===== config.mk =====
export PLATFORM = sky130hd
export DESIGN_NAME = rcv_ctrl_timer_flat
export DESIGN_NICKNAME = d
export VERILOG_FILES = /design/src/rtl/rcv_ctrl_timer_pkg.sv /design/src/rtl/rcv_ctrl_timer_if.sv /design/src/rtl/flex_counter.sv /design/src/rtl/rcv_ctrl_timer.sv /design/src/flat_wrapper.sv
export SDC_FILE = /design/constraint.sdc
export NUM_CORES = 1
export LEC_CHECK = 0
export CAP_MARGIN = 20
export CORE_UTILIZATION = 49
export CTS_CLUSTER_DIAMETER = 150
export DETAILED_ROUTE_END_ITERATION = 8
export GPL_TIMING_DRIVEN = 0
export PLACE_DENSITY = 0.81
export REMOVE_ABC_BUFFERS = 1
export SLEW_MARGIN = 15
export SYNTH_ARGS = -nofsm -noshare
export SYNTH_HDL_FRONTEND = slang
export SYNTH_SLANG_ARGS = --single-unit
export TNS_END_PERCENT = 50

===== constraint.sdc =====
create_clock -name clk -period 1.8 [get_ports clk]
set_clock_uncertainty 0.1 [all_clocks]
set_input_delay 0.36 -clock clk [delete_from_list [all_inputs] [get_ports clk]]
set_output_delay 0.36 -clock clk [all_outputs]
set_load 0.005 [all_outputs]

===== src/rtl/rcv_ctrl_timer_pkg.sv =====
// Shared types and default constants for the UART receive control path.
// Imported by the receive timer top and its bench.
package rcv_pkg;

    localparam int CLKS_PER_BIT_DEF = 10;
    localparam int DATA_BITS_DEF    = 8;

    typedef enum logic [2:0] {
        IDLE,
        START,
        DATA,
        STOP,
        LOAD
    } rcv_state_t;

endpackage


===== src/rtl/rcv_ctrl_timer_if.sv =====
// Serial-in / strobe-out bundle of the receive control timer.
// The timer drives the slave side, the line source the master side.
interface rcv_ctrl_timer_if;

    logic serial_in;
    logic shift_enable;
    logic load_buffer;
    logic framing_error;
    logic busy;

    modport slave (
        input  serial_in,
        output shift_enable,
        output load_buffer,
        output framing_error,
        output busy
    );

    modport master (
        output serial_in,
        input  shift_enable,
        input  load_buffer,
        input  framing_error,
        input  busy
    );

endinterface


===== src/rtl/flex_counter.sv =====
// Clearable up-counter that wraps to 0 after reaching rollover_val.
// rollover_flag is registered and high while count_out == rollover_val.
module flex_counter #(
    parameter int NUM_CNT_BITS = 4
) (
    input  logic                    clk,
    input  logic                    n_rst,
    input  logic                    clear,
    input  logic                    count_enable,
    input  logic [NUM_CNT_BITS-1:0] rollover_val,
    output logic [NUM_CNT_BITS-1:0] count_out,
    output logic                    rollover_flag
);

    logic [NUM_CNT_BITS-1:0] cnt_n;
    logic                    flag_n;

    // Next count: clear wins, otherwise increment and wrap at rollover_val
    always_comb begin
        cnt_n = count_out;
        if (clear) begin
            cnt_n = '0;
        end else if (count_enable) begin
            if (count_out == rollover_val) begin
                cnt_n = '0;
            end else begin
                cnt_n = count_out + 1'b1;
            end
        end
        flag_n = (cnt_n == rollover_val);
    end

    // Count and flag registers
    always_ff @(posedge clk or negedge n_rst) begin
        if (!n_rst) begin
            count_out     <= '0;
            rollover_flag <= 1'b0;
        end else begin
            count_out     <= cnt_n;
            rollover_flag <= flag_n;
        end
    end

endmodule


===== src/rtl/rcv_ctrl_timer.sv =====
// UART receive control: start detect, mid-bit shift strobes,
// stop-bit check with load strobe or sticky framing error.
module rcv_ctrl_timer
    import rcv_pkg::*;
#(
    parameter int CLKS_PER_BIT  = CLKS_PER_BIT_DEF,
    parameter int NUM_DATA_BITS = DATA_BITS_DEF
) (
    input  logic          clk,
    input  logic          n_rst,
    rcv_ctrl_timer_if.slave rx
);

    localparam int HALF = CLKS_PER_BIT / 2;
    localparam int TW   = $clog2(CLKS_PER_BIT);
    localparam int BW   = $clog2(NUM_DATA_BITS + 1);

    localparam logic [TW-1:0] T_ROLL = TW'(CLKS_PER_BIT - 1);
    localparam logic [TW-1:0] T_MID  = TW'(HALF - 1);
    localparam logic [TW-1:0] T_PRE  = TW'(CLKS_PER_BIT - 2);
    localparam logic [BW-1:0] B_ROLL = BW'(NUM_DATA_BITS);

    rcv_state_t    state, state_n;
    logic          prev;
    logic          start_edge;
    logic [TW-1:0] t_cnt;
    logic          t_flag;
    logic          t_clr, t_en;
    logic [BW-1:0] b_cnt;
    logic          b_flag;
    logic          b_clr, b_en;
    logic          se_n, lb_n, fe_n, busy_n;

    assign start_edge = prev & ~rx.serial_in;

    flex_counter #(.NUM_CNT_BITS(TW)) u_timer (
        .clk          (clk),
        .n_rst        (n_rst),
        .clear        (t_clr),
        .count_enable (t_en),
        .rollover_val (T_ROLL),
        .count_out    (t_cnt),
        .rollover_flag(t_flag)
    );

    flex_counter #(.NUM_CNT_BITS(BW)) u_bits (
        .clk          (clk),
        .n_rst        (n_rst),
        .clear        (b_clr),
        .count_enable (b_en),
        .rollover_val (B_ROLL),
        .count_out    (b_cnt),
        .rollover_flag(b_flag)
    );

    // Next state and next registered outputs; strobes are decided one
    // cycle early so they land on the mid-bit cycle after registering
    always_comb begin
        state_n = state;
        se_n    = 1'b0;
        lb_n    = 1'b0;
        fe_n    = rx.framing_error;
        t_clr   = 1'b0;
        t_en    = 1'b0;
        b_clr   = 1'b0;
        b_en    = 1'b0;
        unique case (state)
            IDLE: begin
                t_clr = 1'b1;
                b_clr = 1'b1;
                if (start_edge) begin
                    state_n = START;
                end
            end
            START: begin
                t_en  = 1'b1;
                b_clr = 1'b1;
                if (t_cnt == T_MID) begin
                    if (!rx.serial_in) begin
                        state_n = DATA;
                        t_clr   = 1'b1;
                        fe_n    = 1'b0;
                    end else begin
                        state_n = IDLE;
                    end
                end
            end
            DATA: begin
                t_en = 1'b1;
                if (b_flag) begin
                    state_n = STOP;
                end else if (t_cnt == T_PRE && b_cnt < B_ROLL) begin
                    se_n = 1'b1;
                    b_en = 1'b1;
                end
            end
            STOP: begin
                t_en = 1'b1;
                if (t_flag) begin
                    if (rx.serial_in) begin
                        state_n = LOAD;
                        lb_n    = 1'b1;
                        fe_n    = 1'b0;
                    end else begin
                        state_n = IDLE;
                        fe_n    = 1'b1;
                    end
                end
            end
            LOAD: begin
                state_n = IDLE;
            end
            default: begin
                state_n = IDLE;
            end
        endcase
        busy_n = (state_n != IDLE);
    end

    // State, edge-detect history and registered outputs
    always_ff @(posedge clk or negedge n_rst) begin
        if (!n_rst) begin
            state            <= IDLE;
            prev             <= 1'b1;
            rx.shift_enable  <= 1'b0;
            rx.load_buffer   <= 1'b0;
            rx.framing_error <= 1'b0;
            rx.busy          <= 1'b0;
        end else begin
            state            <= state_n;
            prev             <= rx.serial_in;
            rx.shift_enable  <= se_n;
            rx.load_buffer   <= lb_n;
            rx.framing_error <= fe_n;
            rx.busy          <= busy_n;
        end
    end

endmodule


===== src/flat_wrapper.sv =====
// flat-port wrapper written by rule: the top's interface ports become plain ports
module rcv_ctrl_timer_flat import rcv_pkg::*;
#(
    parameter int CLKS_PER_BIT  = CLKS_PER_BIT_DEF,
    parameter int NUM_DATA_BITS = DATA_BITS_DEF
)
  (clk, n_rst, rx_serial_in, rx_shift_enable, rx_load_buffer, rx_framing_error, rx_busy);
  rcv_ctrl_timer_if rx_i ();
  input  logic clk;
  input  logic n_rst;
  input wire logic [$bits(rx_i.serial_in)-1:0] rx_serial_in;
  output wire logic [$bits(rx_i.shift_enable)-1:0] rx_shift_enable;
  output wire logic [$bits(rx_i.load_buffer)-1:0] rx_load_buffer;
  output wire logic [$bits(rx_i.framing_error)-1:0] rx_framing_error;
  output wire logic [$bits(rx_i.busy)-1:0] rx_busy;
  assign rx_i.serial_in = rx_serial_in;
  assign rx_shift_enable = rx_i.shift_enable;
  assign rx_load_buffer = rx_i.load_buffer;
  assign rx_framing_error = rx_i.framing_error;
  assign rx_busy = rx_i.busy;
  rcv_ctrl_timer #(.CLKS_PER_BIT(CLKS_PER_BIT), .NUM_DATA_BITS(NUM_DATA_BITS)) u_core (.clk(clk), .n_rst(n_rst), .rx(rx_i));
endmodule

==> results.yml, run 1 <==
yosys:
  synth_area_um2: 893
  netlist.area_leader.share_pct: 47.6
  synth_cell_types: 32
  synth.top_cells.by_count: "17 x dfrtp_1, 8 x nor2_1, 7 x inv_1"
  async_reset_ff_share_pct: 100
  yosysSeqAreaShare_pct: 50.6
  synth_ff_type: "dfrtp_1"
  syn_inst: 87
  synth.avg_cell_area_um2: 10.3
  post-synth-top-count-cell: "dfrtp_1"
  yosysTopAreaCell: "dfrtp_1"
  synthTopCellsByArea: "dfrtp_1 48%, and3_1 3.5%, nor2_1 3.4%"
  synth-edff-count: 0
  ys_seq_elements: 18
  yosysWarnings: 0
routing:
  vias: 624
  first_iter_violations: 12
  ant_nets: 0
  wl_per_cell_um: 12.9
  first_pass_iters: 4
  drc: 0
  totalWireLength_um: 1530
  vias_per_cell: 5.24
sta:
  maxSlewViolCount: 0
  fmax_mhz: 525
  relSlewSlack_pct: 49.1
  worstMarginPinSlew_ns: 0.761
  finalHoldViolCount: 0
  fin_ws_ns: -0.104
  finalSetupViolCount: 4
  rsz0062_at_grt: "yes"
  fin_crit_sh_pct: 106
  holdWs_ns: 0.406
  min_period_ns: 1.90
floorplanning:
  die_h_um: 44.7
  io_pins: 7
  start_util_pct: 51.7
  num_rows: 15
  core_mm2: 0.00173
  die_x_um: 44.7
  dieArea_mm2: 0.00200
status:
  status: "finished with violations"
  violations: "setup timing"
layout:
  design_area_mm2: 0.00102
  final_util_pct: 58.8
  finalNonFillerCells: 119
  antenna_cells: 0
  drive_above_1_share_pct: 13.8
  nNetsFinal: 100
  syn2layout_area_growth_pct: 13.7
critical_path:
  required_ns: 1.94
  worst-path-max-fanout: 4
  path_class: "flop to flop"
  cp-start-kind: "flop"
  endpoint_kind: "flop"
  worstPathArrival_ns: 2.04
place:
  place_hpwl_um: 1040
  port_buffers: 6
  numPlacedInstances: 113
  place_congestion: 0.779
  post_dp_cell_area_um2: 965
clock_tree:
  tritoncts: "yes"
  htree_levels: 1
  clk_latency_ns: 0.29
  clk_path_buf_depth: 2
  numCtsBuffers: 3
  path_clk_slew_ns: 0.10
  clockRootBuffer: "clkbuf_4"
  clock-sinks: 18
grt:
  grt_use_total_pct: 18.5
  grt_pass1_wl_um: 2640
  antenna_found_initial: 0
  grt_pass1_vias: 647
  grt-ovfl-total: 0
  grt_max_degree: 19
power_and_ir_drop:
  vdd_drop_max_mv: 0.402
  p_leak_nw: 0.444
  p_per_area_mw_per_mm2: 617
run:
  maxCapViolCount: 0
hold_path:
  worstHoldPathType: "primary input to async pin"
[power by group]
group	internal [mW]	total, mW	switching (mW)
logic	0.00432	0.0139	0.00960
registers	0.406	0.406	0.000228
clock network	0.0863	0.207	0.121
[layout by cell type, fill, tap and decap left out, types with 3 or more instances in the layout]
| master | netlist | layout |
|---|---|---|
| nor2_1 | 8 | 8 |
| a21oi_1 | 3 | 3 |
| clkbuf_4 | 0 | 3 |
| dfrtp_2 | 0 | 3 |
| clkdlybuf4s50_1 | 0 | 6 |
| dfrtp_1 | 17 | 14 |
| o21ai_0 | 4 | 4 |
| nand2_1 | 6 | 6 |
| and3_1 | 5 | 5 |
| inv_1 | 7 | 7 |
[worst max-delay path, cell delays in order, from the launching register on]
cell     delay (ns)
dfrtp_2        0.43
or4b_4         0.56
or4b_4         0.51
a21oi_4        0.14
or3_1          0.11
[flip-flops by register name, indices dropped and copies added (netlist names)]
name and flops:
u_core.u_bits.count_out 4, u_core.rx.load_buffer 1, u_core.prev 1, u_core.u_timer.rollover_flag 1
u_core.u_bits.rollover_flag 1, u_core.rx.framing_error 1, u_core.rx.busy 1, u_core.state 3
u_core.u_timer.count_out 4, u_core.rx.shift_enable 1
[what timing repair did]
item,in CTS,in global routing
buffers inserted,2,0
endpoints found under the setup margin,10,8
gates resized for setup,4,0
hold buffers,0,0
[cell families after synthesis]
| family | synth area share [%] |
|---|---|
| AND/OR/NAND/NOR | 21.1 |
| AO/OA/AOI/OAI | 15.1 |
| flip-flops | 50.6 |
| buffers and inverters | 5.18 |
| XOR/XNOR | 2.94 |
| multiplexers | 2.24 |
| adder cells (fa/ha/maj) | 2.80 |
[path summary, 6_finish.rpt]
check                                             from  slack, ns                           to  cells past startpoint
setup / recovery           u_core.u_timer.count_out[1]      -0.10               u_core.rx.busy                      4
hold / removal                                   n_rst       0.41              u_core.state[0]                      1
setup reg to reg           u_core.u_timer.count_out[1]      -0.10               u_core.rx.busy                      4
hold reg to reg                u_core.rx.framing_error       0.44      u_core.rx.framing_error                      1
max in group asynchronous                        n_rst       0.67  u_core.u_timer.count_out[0]                      1
min in group clk               u_core.rx.framing_error       0.44      u_core.rx.framing_error                      1
[cell type report]
type	instances	area, um2
tap	25	31.3
fill	156	711
sequential	18	455
clock buffer	4	26.3
multi-input combinational	57	402
inverter	7	26.3
timing repair buffer	8	75.1
[per-layer routing]
metal / global-route usage [%] / vias up / wire (um)
li1: - / 317 / -
met1: 24.3 / 293 / 738
met2: 28.2 / 12 / 728
met3: 3.60 / 2 / 43
met4: 11.5 / 0 / 21
met5: 0 / - / 0
[metrics by stage]
stage	setup TNS [ns]	setup slack, ns	power, mW
floorplan	-0.0532	-0.0532	0.415
global placement	-0.484	-0.166	0.429
detailed placement	-0.592	-0.189	0.429
CTS	-0.166	-0.106	0.640
global route	-0.687	-0.161	0.666
finish	-0.215	-0.104	0.627
No activity file was read; power rests on OpenSTA's default activity.
==> run 2: changes to the inputs <==
Settings changed: CORE_UTILIZATION 49 to 50, CTS_CLUSTER_SIZE from default to 24, PLACE_DENSITY 0.81 to 0.79.
Clock period 1.8 ns to 2.5 ns, I/O delays scaled along.
==> run 2 against run 1 <==
Effect of this change: the flow now finishes without violations; first-iteration DRC count grew to 2.6 times the previous value; global-route usage is 0.85 points lower; sequential share of layout area is 0.35 points higher; core utilization is 3.9 points higher; power is 23% lower; wire length is 2.7% lower; clock power is 14% lower; sequential power is 28% lower.
==> results.yml, run 2 (synthesized netlist as in run 1, its figures left out) <==
place:
  post_dp_cell_area_um2: 963
  port_buffers: 6
  place_congestion: 0.803
  place_hpwl_um: 1040
critical_path:
  path_class: "flop to flop"
  cp-start-kind: "flop"
  worstSetupStartpoint: "u_core.state[1]"
  ff2ff_setup_slack_ns: 0.48
  rr_endpoint: "u_core.u_bits.rollover_flag"
  crit_end: "u_core.u_bits.rollover_flag"
  endpoint_kind: "flop"
  worstPathArrival_ns: 2.16
  r2r-start: "u_core.state[1]"
  rr_worst_depth: 4
  required_ns: 2.64
  worst-path-max-fanout: 17
grt:
  grt_pass1_vias: 595
  antenna_found_initial: 0
  grt-ovfl-total: 0
  grt_pass1_wl_um: 2460
  grt_max_degree: 19
  grt_use_total_pct: 17.7
routing:
  vias_per_cell: 5.41
  totalWireLength_um: 1490
  drc: 0
  vias: 627
  ant_nets: 0
  wl_per_cell_um: 12.9
  first_iter_violations: 31
  first_pass_iters: 4
clock_tree:
  post_cts_buffers: 0
  path_clk_slew_ns: 0.10
  clockRootBuffer: "clkbuf_4"
  htree_levels: 1
  tritoncts: "yes"
  clk_path_buf_depth: 2
  numCtsBuffers: 3
  clk_latency_ns: 0.29
  clock-sinks: 18
  cts_resized: 0
  cts_hold_buf: 0
power_and_ir_drop:
  totalPowerFinal_mw: 0.480
  p_per_area_mw_per_mm2: 481
  p_seq_share_pct: 60.9
  clkPwrFrac_pct: 37.0
  vdd_drop_max_mv: 0.280
  intPower_mw: 0.384
  netSwitchingFraction_pct: 20.0
  p_leak_nw: 0.440
  p_comb_share_pct: 2.1
  p_sw_mw: 0.0961
sta:
  rsz0062_at_grt: "no"
  fin_crit_sh_pct: 80.8
  holdWs_ns: 0.436
  worstMarginPinSlew_ns: 0.791
  fmax_mhz: 495
  relSlewSlack_pct: 47.1
  min_period_ns: 2.02
  finalSetupViolCount: 0
  fin_tns_setup_ns: 0
  maxSlewViolCount: 0
  finalHoldViolCount: 0
floorplanning:
  io_pins: 7
  die_h_um: 44.3
  dieArea_mm2: 0.00196
  core_mm2: 0.00159
  start_util_pct: 56.0
  die_x_um: 44.3
  num_rows: 14
layout:
  nNetsFinal: 98
  final_util_pct: 62.7
  antenna_cells: 0
  largestRegisters: "u_core.u_bits.count_out (4), u_core.u_timer.count_out (4), u_core.state (3)"
  final_cell_mix: "17 x dfrtp_1, 8 x nor2_1, 7 x inv_1"
  mostFrequentLayoutCell: "dfrtp_1"
  design_area_um2: 1000
  drive_above_1_share_pct: 8.70
  syn2layout_area_growth_pct: 11.9
  fillCellCount: 129
hold_path:
  worstHoldPathType: "flop to flop"
status:
  status: "complete, no violations"
run:
  maxCapViolCount: 0
run 2: cell count changes in the layout (fill, tap and decap cells not counted):
cell / change
buf_4: -2
clkbuf_1: -1
clkbuf_8: +1
dfrtp_1: +3
dfrtp_2: -3
nor4b_1: +1
nor4b_2: -1
run 2: metal layers:
layer  part of all wire (%)  global-route usage (%)  wire [um]
met5                      0                       0          0
met4                    2.2                    11.5         33
met3                    4.0                    3.67         59
met2                     46                    29.7        683
met1                     48                    20.2        715
run 2: how the worst min path moves through the flow:
stage / startpoint / end / slack [ns] / cells after the start
detailed placement: u_core.rx.framing_error / u_core.rx.framing_error / 0.41 / 1
CTS: u_core.rx.framing_error / u_core.rx.framing_error / 0.44 / 1
global route: u_core.rx.framing_error / u_core.rx.framing_error / 0.48 / 1
global placement: u_core.rx.framing_error / u_core.rx.framing_error / 0.41 / 1
floorplan: n_rst / u_core.rx.busy / 0.10 / 0
finish: u_core.rx.framing_error / u_core.rx.framing_error / 0.44 / 1
run 2: worst max-delay path, cell delays in order, from the launching register on:
cell	delay, ns
dfrtp_1	0.65
nor4b_1	0.46
and3_1	0.30
mux2i_1	0.25
and4b_1	0.21
run 2: power by group through the flow:
stage	logic, mW	registers [mW]	clock network [mW]
after global routing	0.0116	0.293	0.193
after global placement	0.0105	0.298	0
after CTS	0.0106	0.293	0.180
after floorplan	0.000551	0.298	0
final	0.0103	0.293	0.178
after detailed placement	0.0106	0.298	0
run 2: final cells by class:
| cell class | instances | area (um2) | area share [%] |
|---|---|---|---|
| Clock buffer | 4 | 36.3 | 3.63 |
| Multi-Input combinational cell | 57 | 395 | 39.5 |
| Timing Repair Buffer | 6 | 60.1 | 6.01 |
| Tap cell | 24 | 30.0 | 3.00 |
| Sequential cell | 18 | 452 | 45.2 |
| Inverter | 7 | 26.3 | 2.63 |
run 2: through the flow:
stage	setup slack (ns)	cells
after floorplan	0.647	82
after global placement	0.397	112
after detailed placement	0.371	112
after CTS	0.471	116
after global routing	0.200	116
final	0.479	116
